## src/rtl/axi_lite_pkg.sv

```systemverilog
// Shared AXI4-Lite definitions: response codes and the master FSM state encoding.
package axi_lite_pkg;

   localparam logic [1:0] RESP_OKAY   = 2'b00;
   localparam logic [1:0] RESP_EXOKAY = 2'b01;
   localparam logic [1:0] RESP_SLVERR = 2'b10;
   localparam logic [1:0] RESP_DECERR = 2'b11;

   localparam int unsigned STATE_W = 3;

   localparam logic [STATE_W-1:0] IDLE = 3'd0;
   localparam logic [STATE_W-1:0] WR   = 3'd1;
   localparam logic [STATE_W-1:0] WR_B = 3'd2;
   localparam logic [STATE_W-1:0] RD_A = 3'd3;
   localparam logic [STATE_W-1:0] RD_R = 3'd4;
   localparam logic [STATE_W-1:0] RSP  = 3'd5;

endpackage

```

## src/rtl/axi_lite_master.sv

```systemverilog
// Single-outstanding AXI4-Lite master: turns one local read/write command into a bus
// transaction and returns data, response code and a timeout flag. All outputs registered.
module axi_lite_master
   import axi_lite_pkg::*;
#(
   parameter int unsigned C_M_AXI_DATA_WIDTH = 32,
   parameter int unsigned C_M_AXI_ADDR_WIDTH = 4,
   parameter int unsigned C_TIMEOUT_CYCLES   = 256
) (
   input  logic                              m_axi_aclk,
   input  logic                              m_axi_aresetn,
   input  logic                              cmd_valid,
   output logic                              cmd_ready,
   input  logic                              cmd_we,
   input  logic [C_M_AXI_ADDR_WIDTH-1:0]     cmd_addr,
   input  logic [C_M_AXI_DATA_WIDTH-1:0]     cmd_wdata,
   input  logic [C_M_AXI_DATA_WIDTH/8-1:0]   cmd_wstrb,
   output logic                              rsp_valid,
   input  logic                              rsp_ready,
   output logic [C_M_AXI_DATA_WIDTH-1:0]     rsp_rdata,
   output logic [1:0]                        rsp_resp,
   output logic                              rsp_timeout,
   output logic [C_M_AXI_ADDR_WIDTH-1:0]     m_axi_awaddr,
   output logic [2:0]                        m_axi_awprot,
   output logic                              m_axi_awvalid,
   input  logic                              m_axi_awready,
   output logic [C_M_AXI_DATA_WIDTH-1:0]     m_axi_wdata,
   output logic [C_M_AXI_DATA_WIDTH/8-1:0]   m_axi_wstrb,
   output logic                              m_axi_wvalid,
   input  logic                              m_axi_wready,
   input  logic [1:0]                        m_axi_bresp,
   input  logic                              m_axi_bvalid,
   output logic                              m_axi_bready,
   output logic [C_M_AXI_ADDR_WIDTH-1:0]     m_axi_araddr,
   output logic [2:0]                        m_axi_arprot,
   output logic                              m_axi_arvalid,
   input  logic                              m_axi_arready,
   input  logic [C_M_AXI_DATA_WIDTH-1:0]     m_axi_rdata,
   input  logic [1:0]                        m_axi_rresp,
   input  logic                              m_axi_rvalid,
   output logic                              m_axi_rready
);

   localparam int unsigned DW   = C_M_AXI_DATA_WIDTH;
   localparam int unsigned AW   = C_M_AXI_ADDR_WIDTH;
   localparam int unsigned SW   = C_M_AXI_DATA_WIDTH / 8;
   localparam int unsigned TO_W = (C_TIMEOUT_CYCLES == 0) ? 1 : $clog2(C_TIMEOUT_CYCLES + 1);
   localparam logic            TO_EN    = (C_TIMEOUT_CYCLES != 0);
   localparam logic [TO_W-1:0] TO_LIMIT = TO_W'(C_TIMEOUT_CYCLES);

   logic [STATE_W-1:0] state_q, state_d;
   logic [AW-1:0]      addr_q, addr_d;
   logic [DW-1:0]      wdata_q, wdata_d;
   logic [SW-1:0]      wstrb_q, wstrb_d;
   logic [TO_W-1:0]    cnt_q, cnt_d;
   logic               cmd_ready_q, cmd_ready_d;
   logic               rsp_valid_q, rsp_valid_d;
   logic [DW-1:0]      rdata_q, rdata_d;
   logic [1:0]         resp_q, resp_d;
   logic               timeout_q, timeout_d;
   logic               awvalid_q, awvalid_d;
   logic               wvalid_q, wvalid_d;
   logic               bready_q, bready_d;
   logic               arvalid_q, arvalid_d;
   logic               rready_q, rready_d;
   logic               bus_phase;
   logic               aw_done, w_done;

   // State and output registers
   always_ff @(posedge m_axi_aclk) begin
      if (!m_axi_aresetn) begin
         state_q     <= IDLE;
         addr_q      <= '0;
         wdata_q     <= '0;
         wstrb_q     <= '0;
         cnt_q       <= '0;
         cmd_ready_q <= 1'b1;
         rsp_valid_q <= 1'b0;
         rdata_q     <= '0;
         resp_q      <= 2'b00;
         timeout_q   <= 1'b0;
         awvalid_q   <= 1'b0;
         wvalid_q    <= 1'b0;
         bready_q    <= 1'b0;
         arvalid_q   <= 1'b0;
         rready_q    <= 1'b0;
      end else begin
         state_q     <= state_d;
         addr_q      <= addr_d;
         wdata_q     <= wdata_d;
         wstrb_q     <= wstrb_d;
         cnt_q       <= cnt_d;
         cmd_ready_q <= cmd_ready_d;
         rsp_valid_q <= rsp_valid_d;
         rdata_q     <= rdata_d;
         resp_q      <= resp_d;
         timeout_q   <= timeout_d;
         awvalid_q   <= awvalid_d;
         wvalid_q    <= wvalid_d;
         bready_q    <= bready_d;
         arvalid_q   <= arvalid_d;
         rready_q    <= rready_d;
      end
   end

   // Next-state and next-output logic
   always_comb begin
      state_d     = state_q;
      addr_d      = addr_q;
      wdata_d     = wdata_q;
      wstrb_d     = wstrb_q;
      cnt_d       = cnt_q;
      cmd_ready_d = cmd_ready_q;
      rsp_valid_d = rsp_valid_q;
      rdata_d     = rdata_q;
      resp_d      = resp_q;
      timeout_d   = timeout_q;
      awvalid_d   = awvalid_q;
      wvalid_d    = wvalid_q;
      bready_d    = bready_q;
      arvalid_d   = arvalid_q;
      rready_d    = rready_q;

      bus_phase = (state_q == WR) || (state_q == WR_B) || (state_q == RD_A) || (state_q == RD_R);
      aw_done   = !awvalid_q || m_axi_awready;
      w_done    = !wvalid_q || m_axi_wready;

      // Timeout only flags; the transaction keeps waiting for the slave
      if (TO_EN && bus_phase && (cnt_q != TO_LIMIT)) begin
         cnt_d = cnt_q + TO_W'(1);
         if (cnt_d == TO_LIMIT) timeout_d = 1'b1;
      end

      case (state_q)
         IDLE: begin
            if (cmd_valid && cmd_ready_q) begin
               addr_d      = cmd_addr;
               wdata_d     = cmd_wdata;
               wstrb_d     = cmd_wstrb;
               cmd_ready_d = 1'b0;
               cnt_d       = '0;
               timeout_d   = 1'b0;
               if (cmd_we) begin
                  awvalid_d = 1'b1;
                  wvalid_d  = 1'b1;
                  state_d   = WR;
               end else begin
                  arvalid_d = 1'b1;
                  state_d   = RD_A;
               end
            end
         end
         WR: begin
            if (awvalid_q && m_axi_awready) awvalid_d = 1'b0;
            if (wvalid_q && m_axi_wready)   wvalid_d  = 1'b0;
            if (aw_done && w_done) begin
               bready_d = 1'b1;
               state_d  = WR_B;
            end
         end
         WR_B: begin
            if (m_axi_bvalid && bready_q) begin
               resp_d      = m_axi_bresp;
               rdata_d     = '0;
               bready_d    = 1'b0;
               rsp_valid_d = 1'b1;
               state_d     = RSP;
            end
         end
         RD_A: begin
            if (m_axi_arready) begin
               arvalid_d = 1'b0;
               rready_d  = 1'b1;
               state_d   = RD_R;
            end
         end
         RD_R: begin
            if (m_axi_rvalid && rready_q) begin
               rdata_d     = m_axi_rdata;
               resp_d      = m_axi_rresp;
               rready_d    = 1'b0;
               rsp_valid_d = 1'b1;
               state_d     = RSP;
            end
         end
         RSP: begin
            if (rsp_ready) begin
               rsp_valid_d = 1'b0;
               cmd_ready_d = 1'b1;
               state_d     = IDLE;
            end
         end
         default: state_d = IDLE;
      endcase
   end

   assign cmd_ready     = cmd_ready_q;
   assign rsp_valid     = rsp_valid_q;
   assign rsp_rdata     = rdata_q;
   assign rsp_resp      = resp_q;
   assign rsp_timeout   = timeout_q;
   assign m_axi_awaddr  = addr_q;
   assign m_axi_awprot  = 3'b000;
   assign m_axi_awvalid = awvalid_q;
   assign m_axi_wdata   = wdata_q;
   assign m_axi_wstrb   = wstrb_q;
   assign m_axi_wvalid  = wvalid_q;
   assign m_axi_bready  = bready_q;
   assign m_axi_araddr  = addr_q;
   assign m_axi_arprot  = 3'b000;
   assign m_axi_arvalid = arvalid_q;
   assign m_axi_rready  = rready_q;

endmodule

```

## config.mk

```make
export PLATFORM = sky130hd
export DESIGN_NAME = axi_lite_master
export DESIGN_NICKNAME = d
export VERILOG_FILES = /design/src/rtl/axi_lite_pkg.sv /design/src/rtl/axi_lite_master.sv
export SDC_FILE = /design/constraint.sdc
export NUM_CORES = 1
export LEC_CHECK = 0
export BUFFER_PORTS_ARGS = -buffer_cell sky130_fd_sc_hd__buf_2
export CAP_MARGIN = 15
export CORE_AREA = 4 4 93 95
export DETAILED_ROUTE_END_ITERATION = 8
export DIE_AREA = 0 0 97 99
export PLACE_DENSITY = 0.85
export SLEW_MARGIN = 20
export SYNTH_ARGS = -nofsm -noshare
export SYNTH_HDL_FRONTEND = slang
export SYNTH_SLANG_ARGS = --single-unit
```

## constraint.sdc

```tcl
create_clock -name m_axi_aclk -period 3.1 [get_ports m_axi_aclk]
set_input_delay 0.62 -clock m_axi_aclk [delete_from_list [all_inputs] [get_ports m_axi_aclk]]
set_output_delay 0.62 -clock m_axi_aclk [all_outputs]
set_load 0.02 [all_outputs]
```

; ---- Word-level counts from Yosys, hierarchy flattened
; Cells that the tools add are included.
[classes]
muxes = 44
add_sub_neg = 1
eq_ne = 17
reduce_logical = 32
[op_table]
columns = cell, count
row1 = $mux 32, 2
row2 = $pmux 32 s2, 1
row3 = $mux 9, 3
row4 = $mux 1, 20
row5 = $mux 3, 6
row6 = $pmux 3 s6, 1
row7 = $reduce_and 4->1, 4
row8 = $pmux 1 s2, 6
row9 = $reduce_and 3->1, 4
row10 = $reduce_bool 2->1, 6
row11 = $ne 2x1->1 const B, 5
row12 = $ne 2x2->1 const B, 5
row13 = $add 9x1->9 const B, 1
row14 = $eq 9x9->1 const B, 1
row15 = $ne 9x9->1 const B, 1
row16 = $logic_and 1x1->1, 7
row17 = $eq 3x2->1 const B, 2
row18 = $eq 3x3->1 const B, 2
row19 = $mux 2, 3
row20 = $reduce_and 6->1, 1
row21 = $logic_or 1x1->1, 5
row22 = $pmux 2 s2, 1
row23 = $eq 3x1->1 const B, 1
row24 = $logic_not 3->1, 1
row25 = 4 further kinds, 5
[totals]
input_bits = 86
ff_bits = 94
word_cells = 109

; ---- Logic depth before layout (Yosys ltp)
[depth]
word_depth = 8
depth_mapped = 7
mapped_depth_nobuf = 6

; ---- Worst setup path after synthesis
; OpenSTA, ideal clock, no wires.
[synth_path]
kind = input-to-reg
start = input port cmd_valid
end = register wdata_q[13] (netlist: m_axi_wdata[13])
setup_time_ns = 0.134
required_ns = 2.966
stages = 6
path_slack_ns = 1.395
t_arrival_ns = 1.571
n_path_buf = 2
cell_sequence = nand2_1 > or4_1 > buf_2 > clkbuf_1 > nand2_1 > a21oi_1
[synth_between]
elab_chain_cells = 2
[synth_lines]
columns = element, line_no
row1 = "start, declared", axi_lite_master.sv:12  ; input logic cmd_valid,
row2 = $logic_and 1x1->1, axi_lite_master.sv:136  ; if (cmd_valid && cmd_ready_q) begin
row3 = $reduce_and 2->1 (no line), n/a
row4 = "end signal, assigned", axi_lite_master.sv:90  ; wdata_q <= wdata_d;
row5 = "end, declared", axi_lite_master.sv:53  ; logic [DW-1:0] wdata_q, wdata_d;
; No other way between the ends.
; A chain may end at the register's enable or synchronous reset.

; ---- Worst setup path after layout
[layout_path]
start = register state_q[1]
end = register rdata_q[13] (netlist: rsp_rdata[13])
[layout_between]
elab_chain_cells = 3
word_cells_on_any_way = 7
cone_classes = 4 x eq/ne / 1 x mux / 2 x reduce/logical
[layout_lines]
columns = element, line_no
row1 = "start, declared", axi_lite_master.sv:51  ; logic [STATE_W-1:0] state_q, state_d;
row2 = "start signal, assigned", axi_lite_master.sv:88  ; state_q <= state_d;
row3 = $eq 3x3->1 or $eq 3x2->1 (tied branches), axi_lite_master.sv:134  ; case (state_q)
row4 = $ne 2x1->1 (no line) or $reduce_bool 2->1 (tied branches), n/a
row5 = $reduce_and 3->1 (no line), n/a
row6 = "end signal, assigned", axi_lite_master.sv:95  ; rdata_q <= rdata_d;
row7 = "end, declared", axi_lite_master.sv:58  ; logic [DW-1:0] rdata_q, rdata_d;
; Parallel ways exist; a longest one is shown, timed or not.

==> impl_metrics.tcl <==
set metrics [dict create \
    status "completed" \
    cpPeakStageDelay_ns 0.72 \
    critical_path.top_delay_family "compound AO/OA/AOI/OAI gates" \
    io_buffers 171 \
    worstPathArrival_ns 2.49 \
    crit_buf_inv 0 \
    finalSetupViolCount 0 \
    path_max_fanout 36 \
    htreeDepth 3 \
    synth_top_area_frac 0.492 \
    postSynthCellCount 470 \
    grt_pass1_vias 3678 \
    timing.final.crit_period_ns 2.22 \
    peakVddDrop_uv 273 \
    end_kind "flip-flop" \
    hpwl_mm 7.47 \
    synth_top_area_cell "dfxtp_1" \
    synthTopCellsByArea "dfxtp_1, nand2_1, a21oi_1" \
    hp-class "flip-flop to flip-flop" \
    initial_utilization 0.495 \
    synth_edf_count 0 \
    hold_depth 2 \
    ff2ff_path_depth 5 \
    viasPerCell 5.15 \
    fmax_mhz 450 \
    period_share 0.718 \
    crit_required_ns 3.37 \
    netlist-cell-type-count 49 \
    p_leak_nw 2.15 \
    relSlewSlack 0.375 \
    drt-wirelength-per-cell_um 13.9 \
    area_delta_synth_final_pct 26.6 \
    cap_viol_max_count 0 \
    place_congestion 0.888 \
    num_io_pins 178 \
    ys_seq_area_frac 0.492 \
    synth_area_mm2 0.00382 \
    ant_nets 0 \
    die_x_um 97 \
    die_area_mm2 0.00960 \
    path_cells "and2b_2 -> nand2_1 -> a21oi_4 -> nand3_1 -> a21oi_1" \
    worstHoldStart "rsp_rdata[22]$_SDFFE_PN0P_" \
    clockRootBuffer "clkbuf_8" \
    ctsLongestPathBuffers 2 \
    setup-tns-final_ns 0 \
    synth_common_cells "nand2_1, dfxtp_1, a21oi_1" \
    cts_sinks 94 \
    rsz0062_at_grt "false" \
    cts.clk_slew.worst_paths_ns 0.09 \
    finalHoldViolCount 0 \
    drive_above_1_share 0.323 \
    core_mm2 0.00773 \
    syn_area_per_cell_um2 8.14 \
    grt_use_total 0.205 \
    postCtsHoldBufs 0 \
    fp-row-count 32 \
    p_per_area_mw_per_mm2 709 \
    cts_setup_buffers 0 \
    fin_worst_skew_ns 0.0133 \
    antenna_cells 0 \
    num-fill-cells 668 \
    cts_resized 0 \
    worst_path_max_delay_cell "a21oi_4" \
    start_kind "flip-flop" \
    grt_pass1_wl_mm 16.5 \
    fin_area_mm2 0.00484 \
    maxSlewViolCount 0 \
    worst_r2r_startpoint "state_q[1]$_SDFFE_PN0P_" \
    worst_slew_pin_slew_ns 0.937 \
    first_iter_violations 130 \
    ys_warn_count 0 \
    numCtsBuffers 9 \
    grt-ovfl-total 0 \
    worstSetupPathType "flip-flop to flip-flop" \
    firstDrtPassIters 4 \
    worstSetupPathDepth 5 \
    ys_ff_latch 94 \
    antenna_found_initial 0 \
    wl_mm 10.1 \
    nNetsFinal 709 \
    ys_async_sr_fraction 0 \
    yosysMostFrequentCell "nand2_1" \
    grt_max_degree 55 \
    clkLatencyLatePin_ns 0.35 \
    placed_area_mm2 0.00464 \
    die_y_um 99 \
    drc 0 \
    cts_tree "done" \
    vias 3752 \
    ys.flop_type "dfxtp_1" \
    startpoint "state_q[1]$_SDFFE_PN0P_" \
]
metal layers:
| layer | vias up | wire (um) | global-route usage |
|---|---|---|---|
| met2 | 152 | 4680 | 0.346 |
| met5 | - | 0 | 0 |
| met3 | 17 | 1080 | 0.0842 |
| li1 | 1872 | - | - |
| met1 | 1711 | 4180 | 0.231 |
| met4 | 0 | 206 | 0.0799 |
worst reg2reg max path: cells and delay by family, from the launching register on:
| kind | cells | cell delay [ns] |
|---|---|---|
| AO/OA/AOI/OAI | 2 | 0.90 |
| flip-flops | 1 | 0.65 |
| AND/OR/NAND/NOR | 3 | 0.61 |
state kept, by name (all words and copies together) (netlist names), 2 cells and up:
signal        count
m_axi_wdata      32
rsp_rdata        32
cnt_q             9
m_axi_araddr      4
m_axi_wstrb       4
state_q           3
rsp_resp          2
cell usage in the layout, fill, tap and decap left out, types with 3 or more instances in the layout:
cell | synthesis | final
inv_1 | 3 | 3
nor2b_1 | 3 | 3
a211oi_1 | 4 | 4
o21ai_0 | 5 | 5
nand2_1 | 128 | 128
dfxtp_1 | 94 | 94
xor2_1 | 4 | 4
clkbuf_8 | 0 | 9
clkinvlp_4 | 0 | 3
nand4_1 | 5 | 5
mux2i_1 | 4 | 4
and2_1 | 3 | 3
nand3_1 | 36 | 36
buf_4 | 13 | 7
and3_1 | 3 | 3
conb_1 | 1 | 6
a31oi_1 | 3 | 3
nand2b_1 | 3 | 3
a21oi_1 | 79 | 79
nor2_1 | 15 | 15
buf_2 | 15 | 171
metrics by stage:
step | hold WS [ns] | setup WS, ns | cells | utilization | power (mW)
CTS | 0.454 | 0.871 | 728 | 0.626 | 3.46
floorplan | 0.467 | 1.39 | 475 | - | 2.35
detailed placement | 0.440 | 0.833 | 712 | 0.601 | 2.65
global placement | 0.435 | 0.874 | 712 | 0.601 | 2.62
finish | 0.452 | 0.876 | 728 | 0.626 | 3.43
global route | 0.453 | 0.669 | 728 | 0.626 | 3.65
worst paths after layout:
kind                                                   end  slack [ns]
worst max register to register  rsp_rdata[13]$_SDFFE_PN0P_        0.88
worst max-delay path            rsp_rdata[13]$_SDFFE_PN0P_        0.88
worst min register to register  rsp_rdata[22]$_SDFFE_PN0P_        0.45
worst min-delay path            rsp_rdata[22]$_SDFFE_PN0P_        0.45
cells by family after synthesis:
logic type / count (synthesis) / synth area share
and+or+nand+nor: 210 / 0.246
AOI/OAI and AO/OA: 103 / 0.153
other: 1 / 0.000980
adders and majority gates: 2 / 0.00654
DFF: 94 / 0.492
xor gates and xnor gates: 7 / 0.0209
muxes: 5 / 0.0134
buffers and inverters: 48 / 0.0667
layout make-up:
cell class / count / area (um^2) / share of cell area
Multi-Input combinational cell: 333 / 1710 / 0.353
Sequential cell: 94 / 1880 / 0.389
Inverter: 5 / 18.8 / 0.00388
Clock inverter: 6 / 70.1 / 0.0145
Timing Repair Buffer: 178 / 908 / 0.188
Clock buffer: 10 / 128 / 0.0264
Tap cell: 102 / 128 / 0.0264
power by group:
group	switching (mW)	internal, mW
clock	0.433	0.377
combinational	0.710	0.396
sequential	0.157	1.36
total	1.30	2.13
Power figures use the tool's default switching activity.
